## src/rtl/npu_feed_pkg.sv

```systemverilog
// Shared types and constants for the NPU feed controller slice.
// NPU_FEED_PERF_EN (optional) adds a stall counter to npu_feed_ctrl.
package npu_feed_pkg;

   localparam int CFG_BYTES = 8;
   localparam int CNT_W     = $clog2(CFG_BYTES);

   localparam logic MODE_CONV  = 1'b0;
   localparam logic MODE_DENSE = 1'b1;

   typedef enum logic [3:0] {
      IDLE,
      CFG_RD,
      CFG_WAIT,
      CFG_OUT,
      RD_A,
      RD_B,
      CAP,
      PRESENT,
      DONE
   } state_e;

endpackage

```

## src/rtl/npu_feed_cfg_shift.sv

```systemverilog
// Serial-in, parallel-out filter-config register loaded byte by byte from conv RAM.
// cfg_bytes is the register's next value, so the final byte is visible in the load cycle.
module npu_feed_cfg_shift
   import npu_feed_pkg::*;
(
   input  logic                      clk,
   input  logic                      reset,
   input  logic                      shift_en,
   input  logic [7:0]                din,
   output logic [CFG_BYTES-1:0][7:0] cfg_bytes
);

   logic [CFG_BYTES-1:0][7:0] cfg_q;
   logic [CFG_BYTES-1:0][7:0] cfg_d;

   // The first byte read ends up in lane 0 after CFG_BYTES shifts.
   always_comb begin
      cfg_d = cfg_q;
      if (shift_en) begin
         cfg_d = {din, cfg_q[CFG_BYTES-1:1]};
      end
      cfg_bytes = cfg_d;
   end

   always_ff @(posedge clk or negedge reset) begin
      if (!reset) begin
         cfg_q <= '0;
      end else begin
         cfg_q <= cfg_d;
      end
   end

endmodule

```

## src/rtl/npu_feed_ctrl.sv

```systemverilog
// Read-side sequencer that loads a filter config and streams image/dense beats to the NPU lanes.
// Define NPU_FEED_PERF_EN to add the stall_cnt output.
module npu_feed_ctrl
   import npu_feed_pkg::*;
#(
   parameter int IMG_AW   = 10,
   parameter int CONV_AW  = 15,
   parameter int DENSE_AW = 15,
   parameter int LEN_W    = 10
) (
   input  logic                clk,
   input  logic                reset,
   input  logic                start,
   input  logic                abort,
   input  logic                mode,
   input  logic [CONV_AW-1:0]  conv_base,
   input  logic [IMG_AW-1:0]   img_base,
   input  logic [DENSE_AW-1:0] dense_base,
   input  logic [LEN_W-1:0]    img_len,
   input  logic                npu_ready,
   input  logic [7:0]          read_image0,
   input  logic [7:0]          read_image1,
   input  logic [7:0]          read_image2,
   input  logic [7:0]          read_image3,
   input  logic [7:0]          read_conv,
   input  logic [7:0]          read_dense0,
   input  logic [7:0]          read_dense1,
   input  logic [7:0]          read_dense2,
   input  logic [7:0]          read_dense3,
   output logic [IMG_AW-1:0]   image_ram_addr,
   output logic [CONV_AW-1:0]  conv_ram_addr,
   output logic [DENSE_AW-1:0] dense_ram_addr,
   output logic [7:0]          DA,
   output logic [7:0]          DB,
   output logic [7:0]          DC,
   output logic [7:0]          DD,
   output logic [7:0]          DE,
   output logic [7:0]          DF,
   output logic [7:0]          DG,
   output logic [7:0]          DH,
   output logic                EN_CONFIG,
   output logic                EN_FSM,
   output logic                busy,
`ifdef NPU_FEED_PERF_EN
   output logic [15:0]         stall_cnt,
`endif
   output logic                done
);

   state_e                    state_q, state_d;
   logic [CNT_W-1:0]          cfg_cnt_q, cfg_cnt_d;
   logic [LEN_W-1:0]          beat_cnt_q, beat_cnt_d;
   logic [LEN_W-1:0]          len_q, len_d;
   logic                      mode_q, mode_d;
   logic [IMG_AW-1:0]         img_base_q, img_base_d;
   logic [DENSE_AW-1:0]       dense_base_q, dense_base_d;
   logic [CONV_AW-1:0]        conv_addr_q, conv_addr_d;
   logic [IMG_AW-1:0]         img_addr_q, img_addr_d;
   logic [DENSE_AW-1:0]       dense_addr_q, dense_addr_d;
   logic [CFG_BYTES-1:0][7:0] lanes_q, lanes_d;
   logic                      en_config_q, en_config_d;
   logic                      en_fsm_q, en_fsm_d;
   logic                      busy_q, busy_d;
   logic                      done_q, done_d;
   logic                      shift_en;
   logic [CFG_BYTES-1:0][7:0] cfg_bytes;

   npu_feed_cfg_shift u_cfg_shift (
      .clk       (clk),
      .reset     (reset),
      .shift_en  (shift_en),
      .din       (read_conv),
      .cfg_bytes (cfg_bytes)
   );

   // Conv data trails its address by one cycle, so the first CFG_RD cycle carries no byte.
   assign shift_en = ((state_q == CFG_RD) && (cfg_cnt_q != '0)) || (state_q == CFG_WAIT);

   always_comb begin
      state_d      = state_q;
      cfg_cnt_d    = cfg_cnt_q;
      beat_cnt_d   = beat_cnt_q;
      len_d        = len_q;
      mode_d       = mode_q;
      img_base_d   = img_base_q;
      dense_base_d = dense_base_q;
      conv_addr_d  = conv_addr_q;
      img_addr_d   = img_addr_q;
      dense_addr_d = dense_addr_q;
      lanes_d      = lanes_q;
      en_config_d  = 1'b0;
      en_fsm_d     = 1'b0;
      done_d       = 1'b0;

      if (abort && (state_q != IDLE)) begin
         state_d = IDLE;
      end else begin
         case (state_q)
            IDLE: begin
               if (start && !abort) begin
                  state_d      = CFG_RD;
                  mode_d       = mode;
                  img_base_d   = img_base;
                  dense_base_d = dense_base;
                  len_d        = img_len;
                  conv_addr_d  = conv_base;
                  cfg_cnt_d    = '0;
                  beat_cnt_d   = '0;
               end
            end
            CFG_RD: begin
               if (cfg_cnt_q == CNT_W'(CFG_BYTES - 1)) begin
                  state_d = CFG_WAIT;
               end else begin
                  cfg_cnt_d   = cfg_cnt_q + CNT_W'(1);
                  conv_addr_d = conv_addr_q + CONV_AW'(1);
               end
            end
            CFG_WAIT: begin
               lanes_d     = cfg_bytes;
               en_config_d = 1'b1;
               state_d     = CFG_OUT;
            end
            CFG_OUT: begin
               if (len_q == '0) begin
                  state_d = DONE;
                  done_d  = 1'b1;
               end else begin
                  state_d      = RD_A;
                  img_addr_d   = img_base_q;
                  dense_addr_d = dense_base_q;
               end
            end
            RD_A: begin
               if (mode_q == MODE_CONV) begin
                  state_d    = RD_B;
                  img_addr_d = img_addr_q + IMG_AW'(1);
               end else begin
                  state_d = CAP;
               end
            end
            RD_B: begin
               lanes_d[3:0] = {read_image3, read_image2, read_image1, read_image0};
               state_d      = CAP;
            end
            CAP: begin
               if (mode_q == MODE_DENSE) begin
                  lanes_d[3:0] = {read_dense3, read_dense2, read_dense1, read_dense0};
               end
               lanes_d[7:4] = {read_image3, read_image2, read_image1, read_image0};
               en_fsm_d     = 1'b1;
               state_d      = PRESENT;
            end
            PRESENT: begin
               if (!npu_ready) begin
                  en_fsm_d = 1'b1;
               end else if (beat_cnt_q == len_q - LEN_W'(1)) begin
                  state_d = DONE;
                  done_d  = 1'b1;
               end else begin
                  beat_cnt_d   = beat_cnt_q + LEN_W'(1);
                  img_addr_d   = img_base_q + IMG_AW'(beat_cnt_d);
                  dense_addr_d = dense_base_q + DENSE_AW'(beat_cnt_d);
                  state_d      = RD_A;
               end
            end
            DONE: begin
               state_d = IDLE;
            end
            default: begin
               state_d = IDLE;
            end
         endcase
      end

      busy_d = (state_d != IDLE);
   end

   always_ff @(posedge clk or negedge reset) begin
      if (!reset) begin
         state_q      <= IDLE;
         cfg_cnt_q    <= '0;
         beat_cnt_q   <= '0;
         len_q        <= '0;
         mode_q       <= 1'b0;
         img_base_q   <= '0;
         dense_base_q <= '0;
         conv_addr_q  <= '0;
         img_addr_q   <= '0;
         dense_addr_q <= '0;
         lanes_q      <= '0;
         en_config_q  <= 1'b0;
         en_fsm_q     <= 1'b0;
         busy_q       <= 1'b0;
         done_q       <= 1'b0;
      end else begin
         state_q      <= state_d;
         cfg_cnt_q    <= cfg_cnt_d;
         beat_cnt_q   <= beat_cnt_d;
         len_q        <= len_d;
         mode_q       <= mode_d;
         img_base_q   <= img_base_d;
         dense_base_q <= dense_base_d;
         conv_addr_q  <= conv_addr_d;
         img_addr_q   <= img_addr_d;
         dense_addr_q <= dense_addr_d;
         lanes_q      <= lanes_d;
         en_config_q  <= en_config_d;
         en_fsm_q     <= en_fsm_d;
         busy_q       <= busy_d;
         done_q       <= done_d;
      end
   end

`ifdef NPU_FEED_PERF_EN
   logic [15:0] stall_q, stall_d;

   // Counts backpressure cycles of the current command, saturating instead of wrapping.
   always_comb begin
      stall_d = stall_q;
      if ((state_q == IDLE) && start && !abort) begin
         stall_d = '0;
      end else if ((state_q == PRESENT) && !npu_ready && (stall_q != 16'hFFFF)) begin
         stall_d = stall_q + 16'd1;
      end
   end

   always_ff @(posedge clk or negedge reset) begin
      if (!reset) begin
         stall_q <= '0;
      end else begin
         stall_q <= stall_d;
      end
   end

   assign stall_cnt = stall_q;
`endif

   assign image_ram_addr = img_addr_q;
   assign conv_ram_addr  = conv_addr_q;
   assign dense_ram_addr = dense_addr_q;
   assign DA             = lanes_q[0];
   assign DB             = lanes_q[1];
   assign DC             = lanes_q[2];
   assign DD             = lanes_q[3];
   assign DE             = lanes_q[4];
   assign DF             = lanes_q[5];
   assign DG             = lanes_q[6];
   assign DH             = lanes_q[7];
   assign EN_CONFIG      = en_config_q;
   assign EN_FSM         = en_fsm_q;
   assign busy           = busy_q;
   assign done           = done_q;

endmodule

```

## config.mk

```make
export PLATFORM = sky130hd
export DESIGN_NAME = npu_feed_ctrl
export DESIGN_NICKNAME = d
export VERILOG_FILES = /design/src/rtl/npu_feed_pkg.sv /design/src/rtl/npu_feed_cfg_shift.sv /design/src/rtl/npu_feed_ctrl.sv
export SDC_FILE = /design/constraint.sdc
export NUM_CORES = 1
export LEC_CHECK = 0
export ABC_CLOCK_PERIOD_IN_PS = 5700
export CORE_ASPECT_RATIO = 1.2
export CORE_MARGIN = 2
export CORE_UTILIZATION = 45
export DETAILED_ROUTE_END_ITERATION = 12
export DONT_BUFFER_PORTS = 1
export GPL_ROUTABILITY_DRIVEN = 0
export SLEW_MARGIN = 40
export SYNTH_ARGS = -nofsm -noshare
export SYNTH_HDL_FRONTEND = slang
export SYNTH_SLANG_ARGS = --single-unit
```

## constraint.sdc

```tcl
create_clock -name clk -period 5.7 [get_ports clk]
set_input_delay 0.57 -clock clk [delete_from_list [all_inputs] [get_ports clk]]
set_output_delay 0.57 -clock clk [all_outputs]
set_load 0.01 [all_outputs]
```

==> flow_summary_export.csv <==
group,metric,value,unit
outcome,outcome,"finished with violations",
outcome,violations,"negative hold slack",
timing,rsz0062_at_grt,"false",
final_layout,nets,1216,
setup_path,cp.buffers_inverters,0,
logic_synthesis,ys_types,70,
power,total_power,7.79,mW
clock_network,clk_pin_slew_worst_paths,0.07,ns
setup_path,crit_chain,"nand2_1, or2_2, and2_1, or2_2, ha_1, nand4b_1, a32oi_1, a31oi_1, nor4b_1, xor2_1, mux2_2",
setup_path,cp.arrival,3.67,ns
logic_synthesis,yosysSeqAreaShare,49.4,%
placed_design,hpwl,20.2,mm
final_layout,finalInstanceArea,0.0126,mm^2
final_layout,layout_common_cells,"225 x dfrtp_1, 128 x mux2_2, 87 x nand2_1",
worst_hold_path,hold_path.class,"input pin to asynchronous set/reset pin",
placed_design,placed_area,0.0118,mm^2
logic_synthesis,netlist_area,0.0114,mm^2
global_route,overflow,0,
global_route,grt.total_usage,22.0,%
timing,fmax,305,MHz
setup_path,cpLargestDelayFamily,"simple AND/OR/NAND/NOR gates",
power,ir_drop,0.000395,V
global_route,antenna_found_initial,3,
clock_network,cts_made_buffers,24,
route,wl_per_cell,20.9,um
logic_synthesis,yosys_most_used_dff,"dfrtp_1",
power,p_leak,5.39,nW
final_layout,final_common_cell,"dfrtp_1",
placed_design,place_ws,2.43,ns
clock_network,tritoncts,"yes",
setup_path,critPathMostFrequentCell,"or2_2",
global_route,grt_max_degree,226,
timing,postLayoutSetupSlackWorst,2.42,ns
floorplanning,core,0.0248,mm^2
setup_path,critPathMaxFanout,7,
timing,skew,0.0116,ns
final_layout,seqCellArea,0.00563,mm^2
route,dr.pass1.iters,4,
logic_synthesis,ys_async_sr_fraction,100,%
logic_synthesis,avgSynthCellArea,10.5,um^2
floorplanning,io_pins,236,
setup_path,cp-start-kind,"flip-flop",
clock_network,clockBufferDepth,3,
route,drt-vias-per-instance,5.80,
clock_network,ctsResizeCount,0,
final_layout,fill_cells,2231,
clock_network,root_buffer,"clkbuf_16",
final_layout,area_delta_synth_final,10.7,%
timing,relSlewSlack,44.8,%
floorplanning,dieHeight,178,um
setup_path,critPathMaxStageDelay,0.47,ns
setup_path,critPathRequiredTime,6.09,ns
timing,finalHoldViolCount,225,
global_route,grt_pass1_wl,46.4,mm
clock_network,clk_latency,0.51,ns
clock_network,cts_sinks,225,
route,drc,0,
route,antenna_left,0,
timing,final_max_slew_viol_count,0,
final_layout,drive_above_1_share,19.6,%
final_layout,multiInputGateArea,0.00552,mm^2
route,drt_wl_total,29.3,mm
logic_synthesis,synth_edf_count,0,
clock_network,h-tree-depth,1,
timing,worstMarginPinSlew,0.828,ns
setup_path,setup.worst_path.class,"flip-flop to flip-flop",
setup_path,slowest_stage,"dfrtp_1",
logic_synthesis,ys_ff_latch,225,
floorplanning,die_area,0.0266,mm^2
timing,period_share,57.5,%
clock_network,postCtsSetupBuffers,0,
timing,final.min_clock_period,3.28,ns
logic_synthesis,syn-num-nets,1241,
placed_design,portBuffers,0,
route,drt_iter0_drc,367,
job,cap_violations,0,
power,powerDensity,617,mW/mm^2
floorplanning,die_w,149,um
timing,setup_tns,0,ns
logic_synthesis,yosys_warnings,0,
route,vias,8129,
timing,hold_slack,-0.249,ns
timing,setup_viol,0,
floorplanning,start_util,45.9,%
global_route,grt_pass1_vias,8311,
setup_path,end_kind,"flip-flop",
logic_synthesis,postSynthCellCount,1085,
floorplanning,rows,63,
[kinds of logic after synthesis]
family / synth area share [%]
AOI/OAI and AO/OA: 15.7
xor gates and xnor gates: 3.28
adders and majority gates: 3.20
buffers and inverters: 2.99
DFF: 49.4
muxes: 12.8
and+or+nand+nor: 12.6
[Yosys cell counts (all sizes together), types with 2 or more instances]
cell | instances | area [um^2]
ha | 26 | 325
o31ai | 2 | 15.0
and2 | 10 | 62.6
mux2 | 128 | 1440
nand3b | 2 | 15.0
nand2b | 9 | 56.3
and3 | 7 | 43.8
a32oi | 2 | 17.5
nor2b | 38 | 238
or2 | 5 | 31.3
inv | 17 | 63.8
xor2 | 23 | 201
a21oi | 74 | 374
nor2 | 73 | 277
clkbuf | 49 | 184
a31oi | 4 | 25.0
a22oi | 7 | 52.6
nor4 | 3 | 18.8
nand2 | 88 | 330
fa | 2 | 40.0
dfrtp | 225 | 5630
a221oi | 32 | 280
nor3 | 17 | 85.1
buf | 13 | 83.8
nand3 | 22 | 110
a2111oi | 2 | 36.3
or3 | 5 | 31.3
o22ai | 42 | 263
xnor2 | 17 | 149
or4b | 4 | 43.8
a211oi | 5 | 37.5
o21bai | 3 | 22.5
a221o | 4 | 41.3
o21ai | 88 | 455
a41oi | 2 | 17.5
o21a | 4 | 30.0
a21o | 5 | 45.0
nand4 | 6 | 37.5
mux2i | 2 | 20.0
[power by group]
group	switching (mW)	internal (mW)	total [mW]
sequential	0.847	2.36	3.20
clock	0.643	1.07	1.72
combinational	1.48	1.39	2.87
[final timing paths]
check,from,endpoint,slack (ns),depth (start not counted)
max,beat_cnt_q[0],dense_ram_addr[14],2.42,11
max in group asynchronous,reset,DE[1],5.35,0
min,reset,conv_ram_addr[6],-0.25,0
max reg2reg,beat_cnt_q[0],dense_ram_addr[14],2.42,11
min in group clk,abort,EN_FSM,0.15,1
min reg2reg,u_cfg_shift.cfg_q[4],u_cfg_shift.cfg_q[4],0.49,1
[per-layer routing]
layer,share of wire (%),vias up,track usage (%)
li1,-,3882,-
met1,41,3967,27.3
met2,49,233,36.8
met3,8.4,43,7.34
met4,2.4,4,5.99
met5,0.089,-,0
[registers in the layout, summed over array words and instances (netlist names), 8 cells and up]
name,flops
dense_base_q,15
dense_ram_addr,15
DE,8
len_q,10
beat_cnt_q,10
DG,8
DF,8
DD,8
DH,8
image_ram_addr,10
DB,8
img_base_q,10
DA,8
DC,8
u_cfg_shift.cfg_q,64
conv_ram_addr,15
[area by class of cell]
type | count | area share, %
repair buffers | 12 | 1.09
clock buffers | 31 | 5.45
diodes | 1 | 0.0198
inverters | 17 | 0.505
flip-flops and latches | 225 | 44.6
well taps | 325 | 3.22
clock inverters | 11 | 1.43
multi-input cells | 780 | 43.7
[stage by stage]
stage	utilization, %	std cells
5_1_grt	50.9	1402
6_report	50.9	1402
3_5_place_dp	47.3	1359
3_3_place_gp	47.0	1356
2_1_floorplan	-	1085
4_1_cts	50.8	1401
Power figures use the tool's default switching activity.
